**src/rtl/coin_pkg.sv**
```systemverilog
// coin_pkg: coin values, FSM states and coin-select encoding shared by the credit controller.
package coin_pkg;
  localparam int NICKEL_CENTS  = 5;
  localparam int DIME_CENTS    = 10;
  localparam int QUARTER_CENTS = 25;
  typedef enum logic [1:0] {ACCUM, VEND, CHANGE, WAIT_ACK} state_t;
  typedef enum logic [1:0] {NONE, NICKEL, DIME, QUARTER} coin_sel_t;
  function automatic int unsigned coin_cents(input coin_sel_t c);
    return c == QUARTER ? QUARTER_CENTS : c == DIME ? DIME_CENTS : c == NICKEL ? NICKEL_CENTS : 0;
  endfunction
endpackage

```
**src/rtl/coin_edge_detect.sv**
```systemverilog
// coin_edge_detect: rising-edge pulses for the three coin detector levels.
module coin_edge_detect (
  input  logic       clk,
  input  logic       reset,
  input  logic [2:0] i_level,
  output logic [2:0] o_rise
);
  logic [2:0] r_prev;
  always_ff @(posedge clk or posedge reset)
    if (reset) r_prev <= '0;
    else r_prev <= i_level;
  assign o_rise = i_level & ~r_prev;
endmodule

```
**src/rtl/coin_credit_controller.sv**
```systemverilog
// coin_credit_controller: coin credit accumulator, vend decision and one-coin-at-a-time change payout.
// Define COIN_CANCEL_EN to let cancelReq refund the whole balance from ACCUM.
module coin_credit_controller
  import coin_pkg::*;
#(
  parameter int price       = 65,
  parameter int maxCredit   = 200,
  parameter int creditWidth = 8
) (
  input  logic                   clk,
  input  logic                   reset,
  input  logic                   dimeDetected,
  input  logic                   nickelDetected,
  input  logic                   quarterDetected,
  input  logic                   vendReq,
  input  logic                   cancelReq,
  input  logic                   dispenseAck,
  output logic [creditWidth-1:0] credit,
  output logic                   vend,
  output logic                   coinReject,
  output logic                   lowCredit,
  output logic                   dispQuarter,
  output logic                   dispDime,
  output logic                   dispNickel
);
  localparam int CW1 = creditWidth + 1;
  state_t                 r_state;
  logic [creditWidth-1:0] r_credit;
  logic                   r_vend, r_reject, r_low;
  logic [2:0]             r_disp;
  logic [2:0]             w_rise;
  coin_sel_t              w_coin, w_chg_sel;
  logic                   w_multi, w_accept, w_reject, w_can_vend, w_cancel;
  logic [creditWidth:0]   w_sum;
  logic [creditWidth-1:0] w_disp_val;
  coin_edge_detect u_edge (
    .clk    (clk),
    .reset  (reset),
    .i_level({quarterDetected, nickelDetected, dimeDetected}),
    .o_rise (w_rise)
  );
  always_comb begin
    w_coin     = w_rise[2] ? QUARTER : w_rise[1] ? NICKEL : w_rise[0] ? DIME : NONE;
    w_multi    = (w_rise[2] & (w_rise[1] | w_rise[0])) | (w_rise[1] & w_rise[0]);
    w_sum      = {1'b0, r_credit} + CW1'(coin_cents(w_coin));
    w_accept   = r_state == ACCUM && w_coin != NONE && w_sum <= CW1'(maxCredit);
    w_reject   = w_multi | (w_coin != NONE && !w_accept);
    w_can_vend = r_credit >= creditWidth'(price);
    w_chg_sel  = r_credit >= creditWidth'(QUARTER_CENTS) ? QUARTER :
                 r_credit >= creditWidth'(DIME_CENTS) ? DIME :
                 r_credit >= creditWidth'(NICKEL_CENTS) ? NICKEL : NONE;
    w_disp_val = r_disp[2] ? creditWidth'(QUARTER_CENTS) :
                 r_disp[1] ? creditWidth'(DIME_CENTS) : creditWidth'(NICKEL_CENTS);
  end
`ifdef COIN_CANCEL_EN
  assign w_cancel = cancelReq && r_credit != '0;
`else
  logic w_unused_cancel;
  assign w_unused_cancel = cancelReq;
  assign w_cancel = 1'b0;
`endif
  // Coin crediting in ACCUM uses w_sum, while the vend decision looks at the pre-coin r_credit.
  always_ff @(posedge clk or posedge reset)
    if (reset) begin
      r_state  <= ACCUM;
      r_credit <= '0;
      r_vend   <= 1'b0;
      r_reject <= 1'b0;
      r_low    <= 1'b0;
      r_disp   <= '0;
    end else begin
      r_vend   <= 1'b0;
      r_low    <= 1'b0;
      r_reject <= w_reject;
      case (r_state)
        ACCUM: begin
          if (w_accept) r_credit <= w_sum[creditWidth-1:0];
          if (w_cancel) r_state <= CHANGE;
          else if (vendReq && w_can_vend) begin
            r_state <= VEND;
            r_vend  <= 1'b1;
          end else if (vendReq) r_low <= 1'b1;
        end
        VEND: begin
          r_credit <= r_credit - creditWidth'(price);
          r_state  <= r_credit == creditWidth'(price) ? ACCUM : CHANGE;
        end
        CHANGE:
          if (w_chg_sel == NONE) r_state <= ACCUM;
          else begin
            r_disp  <= {w_chg_sel == QUARTER, w_chg_sel == DIME, w_chg_sel == NICKEL};
            r_state <= WAIT_ACK;
          end
        WAIT_ACK:
          if (dispenseAck) begin
            r_disp   <= '0;
            r_credit <= r_credit - w_disp_val;
            r_state  <= CHANGE;
          end
        default: r_state <= ACCUM;
      endcase
    end
  assign credit      = r_credit;
  assign vend        = r_vend;
  assign coinReject  = r_reject;
  assign lowCredit   = r_low;
  assign dispQuarter = r_disp[2];
  assign dispDime    = r_disp[1];
  assign dispNickel  = r_disp[0];
endmodule

```
**config.mk**
```make
export PLATFORM = sky130hd
export DESIGN_NAME = coin_credit_controller
export DESIGN_NICKNAME = d
export VERILOG_FILES = /design/src/rtl/coin_pkg.sv /design/src/rtl/coin_edge_detect.sv /design/src/rtl/coin_credit_controller.sv
export SDC_FILE = /design/constraint.sdc
export NUM_CORES = 1
export LEC_CHECK = 0
export CAP_MARGIN = 20
export CELL_PAD_IN_SITES_DETAIL_PLACEMENT = 1
export CELL_PAD_IN_SITES_GLOBAL_PLACEMENT = 2
export CORE_MARGIN = 2
export CORE_UTILIZATION = 34
export DETAILED_ROUTE_END_ITERATION = 8
export PLACE_DENSITY_LB_ADDON = 0.1
export SLEW_MARGIN = 20
export SYNTH_ARGS = -nofsm -noshare
export SYNTH_HDL_FRONTEND = slang
export SYNTH_SLANG_ARGS = --single-unit
```
**constraint.sdc**
```tcl
create_clock -name clk -period 4.08 [get_ports clk]
set_input_delay 0.408 -clock clk [delete_from_list [all_inputs] [get_ports clk]]
set_output_delay 0.408 -clock clk [all_outputs]
set_load 0.01 [all_outputs]
```
-- Yosys cells after proc, flatten, opt, wreduce, memory -nomap -nowiden
Index checks and enable logic that the tools add are counted.
- register bits after elaboration: 19
- output and inout port bits: 14
- word-level logic and storage cells: 76
- $add $sub $neg: 3
- order comparisons: 5
- equality and inequality tests: 14
- multiplexer cells: 27
- bitwise operators: 7
- reductions and logical operators: 13
- operators by type and width (operator ; count):
    $pmux W8 S3 ; 1
    $mux W2 ; 9
    $mux W8 ; 2
    $eq A2 B2 Y1 const B ; 6
    $mux W5 ; 2
    $add A8 B5 Y9 ; 1
    $le A9 B8 Y1 const B ; 1
    $mux W3 ; 3
    $eq A8 B7 Y1 const B ; 1
    $ge A8 B3 Y1 const B ; 1
    $ge A8 B4 Y1 const B ; 1
    $ge A8 B5 Y1 const B ; 1
    $ge A8 B7 Y1 const B ; 1
    $mux W4 ; 2
    $pmux W2 S4 ; 1
    $sub A8 B5 Y8 ; 1
    $sub A8 B7 Y8 const B ; 1
    $eq A2 B1 Y1 const B ; 3
    $mux W1 ; 6
    $ne A2 B2 Y1 const B ; 3
    $pmux W3 S2 ; 1
    $reduce_and A3 Y1 ; 2
    $logic_and A1 B1 Y1 ; 4
    $logic_not A2 Y1 ; 2
    9 further kinds ; 13

-- Logic depth before layout (Yosys ltp)
Gate-level depths: netlist of run 1.
- word-level depth: 15
- mapped depth: 12
- mapped depth without buffers: 12

-- Cells and area by module
A second synthesis of run 1 with hierarchy kept.
- cell total of the unflattened synthesis: 192
- area, all modules: 1689.1 sq um
- modules (own cells, without submodules) (module ; instances ; cells an instance ; area each (sq um)):
    coin_credit_controller ; 1 ; 185 ; 1569.0
    coin_edge_detect ; 1 ; 7 ; 120.1

-- Worst setup path after synthesis of run 1
OpenSTA, ideal clock, no wires.
- path kind: input port to flip-flop
- from: in quarterDetected
- to: reg r_credit[4] (netlist: credit[4])
- setup time: 0.125 ns
- data arrival time: 2.857 ns
- setup slack: 1.098 ns
- stages: 12
- path buffers: 1
- path through: nand2b_1 -> inv_1 -> nor3_1 -> ha_1 -> a211o_1 -> nand3_1 -> a32oi_2 -> o311a_2 -> o211ai_4 -> and2_4 -> buf_6 -> mux2_2
- word-level cells in the longest chain between the ends: 11
- elaborated cells on any way between the ends: 17
- those cells by class: add/sub (1); order compare (1); eq/ne (4); mux (6); bitwise (1); reduce/logical (4)
- RTL lines (element ; RTL line ; source):
    start: declaration ; coin_credit_controller.sv:14 ; input logic quarterDetected,
    $and A3 B3 Y3 * ; coin_edge_detect.sv:12 ; assign o_rise = i_level & ~r_prev;
    $mux W2 * ; coin_credit_controller.sv:43 ; w_coin = w_rise[2] ? QUARTER : w_rise[1] ? NICKEL : w_rise[0] ? DIME : NONE;
    $eq A2 B1 Y1 ; coin_pkg.sv:9 ; return c == QUARTER ? QUARTER_CENTS : c == DIME ? DIME_CENTS : c == NICKEL ? NICKEL_CENTS : 0;
    $mux W3 ; coin_pkg.sv:9 ;
    $mux W4 ; coin_pkg.sv:9 ;
    $mux W5 ; coin_pkg.sv:9 ;
    $add A8 B5 Y9 ; coin_credit_controller.sv:45 ; w_sum = {1'b0, r_credit} + CW1'(coin_cents(w_coin));
    $le A9 B8 Y1 ; coin_credit_controller.sv:46 ; w_accept = r_state == ACCUM && w_coin != NONE && w_sum <= CW1'(maxCredit);
    $logic_and A1 B1 Y1 ; coin_credit_controller.sv:46 ;
    $ne A2 B2 Y1 (no line) ; n/a ;
    $reduce_and A3 Y1 (no line) ; n/a ;
    end signal: assignment ; coin_credit_controller.sv:77 ; if (w_accept) r_credit <= w_sum[creditWidth-1:0];
    end signal: assignment ; coin_credit_controller.sv:85 ; r_credit <= r_credit - creditWidth'(price);
    end signal: assignment ; coin_credit_controller.sv:97 ; r_credit <= r_credit - w_disp_val;
    end: declaration ; coin_credit_controller.sv:28 ; logic [creditWidth-1:0] r_credit;
Mark *: on every way between the ends. The rest lies on a longest branch, timed or not. The select of a mux whose other input is x is not followed.
A chain may end at the register's enable or synchronous reset.

-- Final worst setup path of run 1
Ends and elaborated chain as after synthesis.

==> impl_metrics.ini, run 1 <==
[outcome]
status = complete, no violations

[detailed_routing]
drtPass1Iterations = 4
ant_nets = 0
drtIter0Drc = 41
vias = 1531
routed_wl_um = 4870
drc = 0
via_per_inst = 5.59
drt-wirelength-per-cell_um = 17.8

[worst_setup_path]
critPathLaunch = quarterDetected
cp_data_required_time_ps = 4230
crit_path_max_fanout = 7
rr_worst_depth = 11
endpoint_kind = flop
r2r_start = u_edge.r_prev[2]
critPathKind = input pin to flop
r2r-end = credit[4]
reg2reg_slack_ps = 860
arrival_ps = 3610
start_kind = input pin

[grt]
antenna_found_initial = 0
grt_pass1_vias = 1588
gr-total-overflow = 0
grt_pass1_wl_um = 8040
grt_usage = 0.189
grt_max_degree = 22

[pwr]
switching_share = 0.484
clockPowerShare = 0.092
p_seq_frac = 0.261
powerDensity_mw_per_mm2 = 770
ir_drop_uv = 267
power_frac_comb = 0.647
p_int_uw = 781
p_switching_uw = 732
cellLeakagePower_uw = 0.000870

[logic_synthesis]
yosys.cell_types.count = 54
syn-mean-instance-area_um2 = 8.98
synthCells = 192
ys_ff_latch = 19
async_flop_share = 1.00
yosysWarnings = 0
ys_seq_area_frac = 0.276
syn_nets = 215
synthesis.area_mm2 = 0.00172
ys.flop_type = dfrtp_1
synth_edf_count = 0

[hold_path]
hold_path_depth = 2
hold_end = r_disp[0]
hp-class = flop to flop
worstHoldStart = r_disp[0]

[clock_network]
cts.path.max_buffers = 2
cts_tree = built
cts_setup_buffers = 0
clock-sinks = 19
cts_buffers = 3
root_buffer = clkbuf_8
postCtsHoldBufs = 0
ctsResizeCount = 0
clk_latency_ps = 260
htree_num_levels = 1
clkSlewWorstSetupHoldPaths_ps = 80

[cells_and_area]
seqCellArea_um2 = 475
antenna_cells = 0
syn_to_final_growth_pct = 13.9
drive_gt1_frac = 0.0966
postLayoutCoreUtil = 0.408
multi_input_area_mm2 = 0.00109
fillers = 587
nets = 231
final_cells = 274

[sta]
rsz0062_at_grt = false
period_minus_slack_ps = 3460
period_share = 0.847
setup_viol = 0
fmax_ghz = 0.289
clock_skew_ps = 2.87
final_hold_viol_count = 0
worst_pin_slew_ps = 774
timing.hold.ws_ps = 547
finalSetupTns_ps = 0
relSlewSlack = 0.484
finalMaxSlewViolations = 0

[floorplan]
die_w_um = 75.2
start_util = 0.358
dieArea_mm2 = 0.00566
coreArea_mm2 = 0.00482
rows = 25
io_pins = 22
die_h_um = 75.2

[placement]
dp.final_hpwl_um = 3850
port_buffers = 20
gp_congestion = 0.801
dp_cells = 270

[run]
maxCapViolCount = 0
critical path: stages:
cell and delay [ps]:
clkdlybuf4s50_1 430, nand2b_1 140, nand2_1 110, ha_1 230
fa_1 430, and3_1 200, o21ai_0 310, a32oi_2 110
o311a_2 370, o211ai_4 260, and2_4 270, mux2_2 340
cells in the final DEF (no fill, tap or decap), types with 5 or more instances in the layout:
cell / Yosys / final
clkdlybuf4s50_1: 0 / 20
dfrtp_1: 19 / 19
inv_1: 18 / 18
nor2_1: 13 / 13
o21ai_0: 13 / 13
ha_1: 13 / 13
nand2_1: 11 / 11
a21oi_1: 10 / 10
nand3_1: 6 / 6
nand2b_1: 6 / 6
xnor2_1: 5 / 5
mux2i_1: 5 / 5
sequential cells by signal, summed over array words and instances, names as in the netlist:
name / count
u_edge.r_prev: 3
lowCredit: 1
credit: 8
coinReject: 1
vend: 1
r_state: 2
r_disp: 3
metal layers:
| layer | share of wire | vias up | routed length [µm] | track usage |
|---|---|---|---|---|
| met5 | 0 | - | 0 | 0 |
| met2 | 0.46 | 20 | 2230 | 0.306 |
| met1 | 0.51 | 777 | 2470 | 0.273 |
| met3 | 0.023 | 4 | 110 | 0.0201 |
| li1 | - | 730 | - | - |
| met4 | 0.0095 | 0 | 46 | 0.0370 |
cell families (layout without fill, tap and decap cells):
group                    count (synthesis)  count (layout)  share of synthesized area
buffers and inverters                   27              42                     0.0922
AND/OR/NAND/NOR                         56              56                      0.171
AO/OA/AOI/OAI                           59              59                      0.255
multiplexers                             7               7                     0.0421
adder cells (fa/ha/maj)                 16              16                      0.123
flip-flops                              19              19                      0.276
XOR/XNOR                                 8               8                     0.0406
cells in the mapped netlist (5+ instances only):
cell type | instances | area, µm²
dfrtp_1 | 19 | 475
mux2i_1 | 5 | 50.1
nand3_1 | 6 | 30.0
inv_1 | 18 | 67.6
nand2_1 | 11 | 41.3
nor2_1 | 13 | 48.8
xnor2_1 | 5 | 43.8
nand2b_1 | 6 | 37.5
a21oi_1 | 10 | 50.1
o21ai_0 | 13 | 65.1
ha_1 | 13 | 163
power groups by stage:
stage               Clock [µW]  Combinational (µW)  Sequential (µW)
floorplan                    0                 764              331
global placement             0                 953              396
detailed placement           0                 979              399
CTS                        141                 987              395
global route               149                1100              410
finish                     139                 979              395
final cells by class:
type | count | area share
multi-input combinational | 146 | 0.555
sequential | 19 | 0.242
timing repair buffer | 20 | 0.102
tap | 67 | 0.0427
inverter | 18 | 0.0344
clock buffer | 3 | 0.0210
clock inverter | 1 | 0.00255
metrics by stage:
step	total power, µW	area (µm²)	setup slack [ps]
2_1_floorplan	1090	1720	1100
3_3_place_gp	1350	1920	442
3_5_place_dp	1380	1920	305
4_1_cts	1520	1960	572
5_1_grt	1660	1960	372
6_report	1510	1960	623
how the worst max path moves through the flow:
stage / end
finish: credit[4]
global route: credit[4]
CTS: credit[4]
detailed placement: credit[4]
global placement: credit[4]
floorplan: credit[4]
No activity file was read; power rests on OpenSTA's default activity.
==> run 2: changes to the inputs <==
CORE_UTILIZATION = 31   (was 34)
clock period = 2.9 ns   (was 4.08 ns; I/O delays follow)
==> run 2 against run 1 <==
Compared with the run above:
- the run now ends with setup timing left
- total power increased by 72%
- clock skew increased by 2.9 ps
- clock power increased by 41%
- setup slack lost 740 ps
- global-route usage up 1.2 points
- cell count is 18% higher
- via count increased by 10%
- first-iteration DRC count increased by 140%
- sequential cell count unchanged
- critical path type is now flop to flop
==> impl_metrics.ini, run 2 (synthesis gave the netlist of run 1 again) <==
[placement]
dp.final_hpwl_um = 4290
port_buffers = 20
gp_congestion = 0.863
dp_cells = 302

[sta]
period_minus_slack_ps = 3020
timing.hold.ws_ps = 337
worst_pin_slew_ps = 831
final_hold_viol_count = 0
relSlewSlack = 0.445
period_share = 1.04
fmax_ghz = 0.331
finalMaxSlewViolations = 0
rsz0062_at_grt = true
setup_viol = 7
fin_ws_ps = -119
clock_skew_ps = 5.74

[grt]
grt_usage = 0.201
antenna_found_initial = 0
grt_pass1_vias = 1862
grt_max_degree = 21
grt_pass1_wl_um = 9620
gr-total-overflow = 0

[pwr]
powerDensity_mw_per_mm2 = 1050
ir_drop_uv = 488
cellLeakagePower_uw = 0.00113

[cells_and_area]
drive_gt1_frac = 0.337
final_cells = 324
fillers = 627
layout_common_cells = 41 x buf_4, 19 x dfrtp_1, 17 x inv_1, 17 x clkdlybuf4s50_1, 12 x nor2_1
seqCellArea_um2 = 475
multi_input_area_mm2 = 0.00125
largest_reg_flops = 8
final_common_cell = buf_4
nets = 276
antenna_cells = 0
syn_to_final_growth_pct = 43.7

[floorplan]
io_pins = 22
die_h_um = 78.6
coreArea_mm2 = 0.00544
rows = 27
start_util = 0.317
die_w_um = 78.6
dieArea_mm2 = 0.00617

[worst_setup_path]
crit_family = adder cells
start_kind = flop
cp_data_required_time_ps = 3060
critPathKind = flop to flop
path_cells = nand2b_4 -> nand2_4 -> ha_4 -> fa_2 -> and3_4 -> or3_4 -> a32oi_4 -> o311a_4 -> o211ai_4 -> buf_4 -> maj3_2 -> o22a_2
arrival_ps = 3180
reg2reg_slack_ps = -120
cp.depth = 12
r2r-end = coinReject
cp_slowest_cell = or3_4
rr_worst_depth = 12
crit_path_max_fanout = 5
endpoint_kind = flop
path_buf_inv = 1
critPathLaunch = u_edge.r_prev[1]
critPathCapture = coinReject
r2r_start = u_edge.r_prev[1]
slowest_delay_ps = 400

[detailed_routing]
routed_wl_um = 6020
ant_nets = 0
drc = 0
via_per_inst = 5.22
drt-wirelength-per-cell_um = 18.6
drtPass1Iterations = 4
drtIter0Drc = 99
vias = 1691

[clock_network]
root_buffer = clkbuf_8
clkSlewWorstSetupHoldPaths_ps = 80
clk_latency_ps = 260
cts.path.max_buffers = 2
htree_num_levels = 1
clock-sinks = 19
cts_buffers = 3
cts_tree = built

[outcome]
status = finished with violations
failed_checks = setup timing

[run]
maxCapViolCount = 0

[hold_path]
hp-class = input pin to flop
-- run 2: cell types whose count changed in the layout (fill, tap and decap cells not counted), moves of 3 or more --
cell,delta
buf_4,+41
buf_6,+4
clkdlybuf4s50_1,-3
dlygate4sd2_1,+3
nand2b_1,-3
nand2b_4,+3
o21ai_0,-3
-- run 2: how the worst min path moves through the flow --
stage               startpoint               end  cells past startpoint
2_1_floorplan            reset        coinReject                      1
3_3_place_gp         r_disp[0]         r_disp[0]                      2
3_5_place_dp         r_disp[0]         r_disp[0]                      2
6_report       quarterDetected  u_edge.r_prev[2]                      1
5_1_grt        quarterDetected  u_edge.r_prev[2]                      1
4_1_cts           dimeDetected  u_edge.r_prev[0]                      1
-- run 2: where the power goes --
group          switching (µW)  leakage [µW]  internal [µW]  total (µW)
logic                    1010      0.000879            950        1960
clock network            98.1     0.0000228           98.1         196
registers                 109      0.000228            345         454
total                    1210       0.00113           1390        2610
-- run 2: repair_timing --
action                     4_1_cts  5_1_grt
setup endpoints to repair        9        9
setup buffers                   14        4
pin swaps                       16       15
gates cloned                     0        0
gates resized for setup         22       15
hold buffers                     0        0
-- run 2: cell type report --
type / count / share of cell area
Multi-Input combinational cell: 146 / 0.504
Timing Repair Buffer: 65 / 0.222
Sequential cell: 19 / 0.192
Tap cell: 72 / 0.0364
Inverter: 18 / 0.0283
Clock buffer: 4 / 0.0182
-- run 2: worst reg2reg max path: stages (launching register included) --
cell and delay, ps:
dfrtp_1 360, nand2b_4 140, nand2_4 60, ha_4 160, fa_2 370, and3_4 200, or3_4 400, a32oi_4 240
o311a_4 250, o211ai_4 110, buf_4 160, maj3_2 280, o22a_2 180
-- run 2: through the flow --
stage / setup TNS, ps / worst slack (ps) / util / total power (µW) / instance area, µm²
6_report: -461 / -119 / 0.455 / 2610 / 2480
5_1_grt: -1200 / -200 / 0.455 / 2810 / 2480
4_1_cts: -551 / -125 / 0.436 / 2510 / 2370
3_5_place_dp: -4240 / -586 / 0.392 / 2170 / 2130
3_3_place_gp: -3290 / -446 / 0.392 / 2140 / 2130
2_1_floorplan: 0 / 45.2 / - / 1540 / 1730
-- run 2: routing by layer --
layer	up-vias	share of wire	track usage
li1	816	-	-
met1	834	0.46	0.257
met2	33	0.50	0.355
met3	8	0.029	0.0299
met4	0	0.013	0.0456
met5	-	0	0
==> run 3: changes to the inputs <==
ABC_CLOCK_PERIOD_IN_PS = 2900   (was not set)
==> results of run 3 <==
Same layout as run 2: the final DEF is identical, and so are final timing and power.
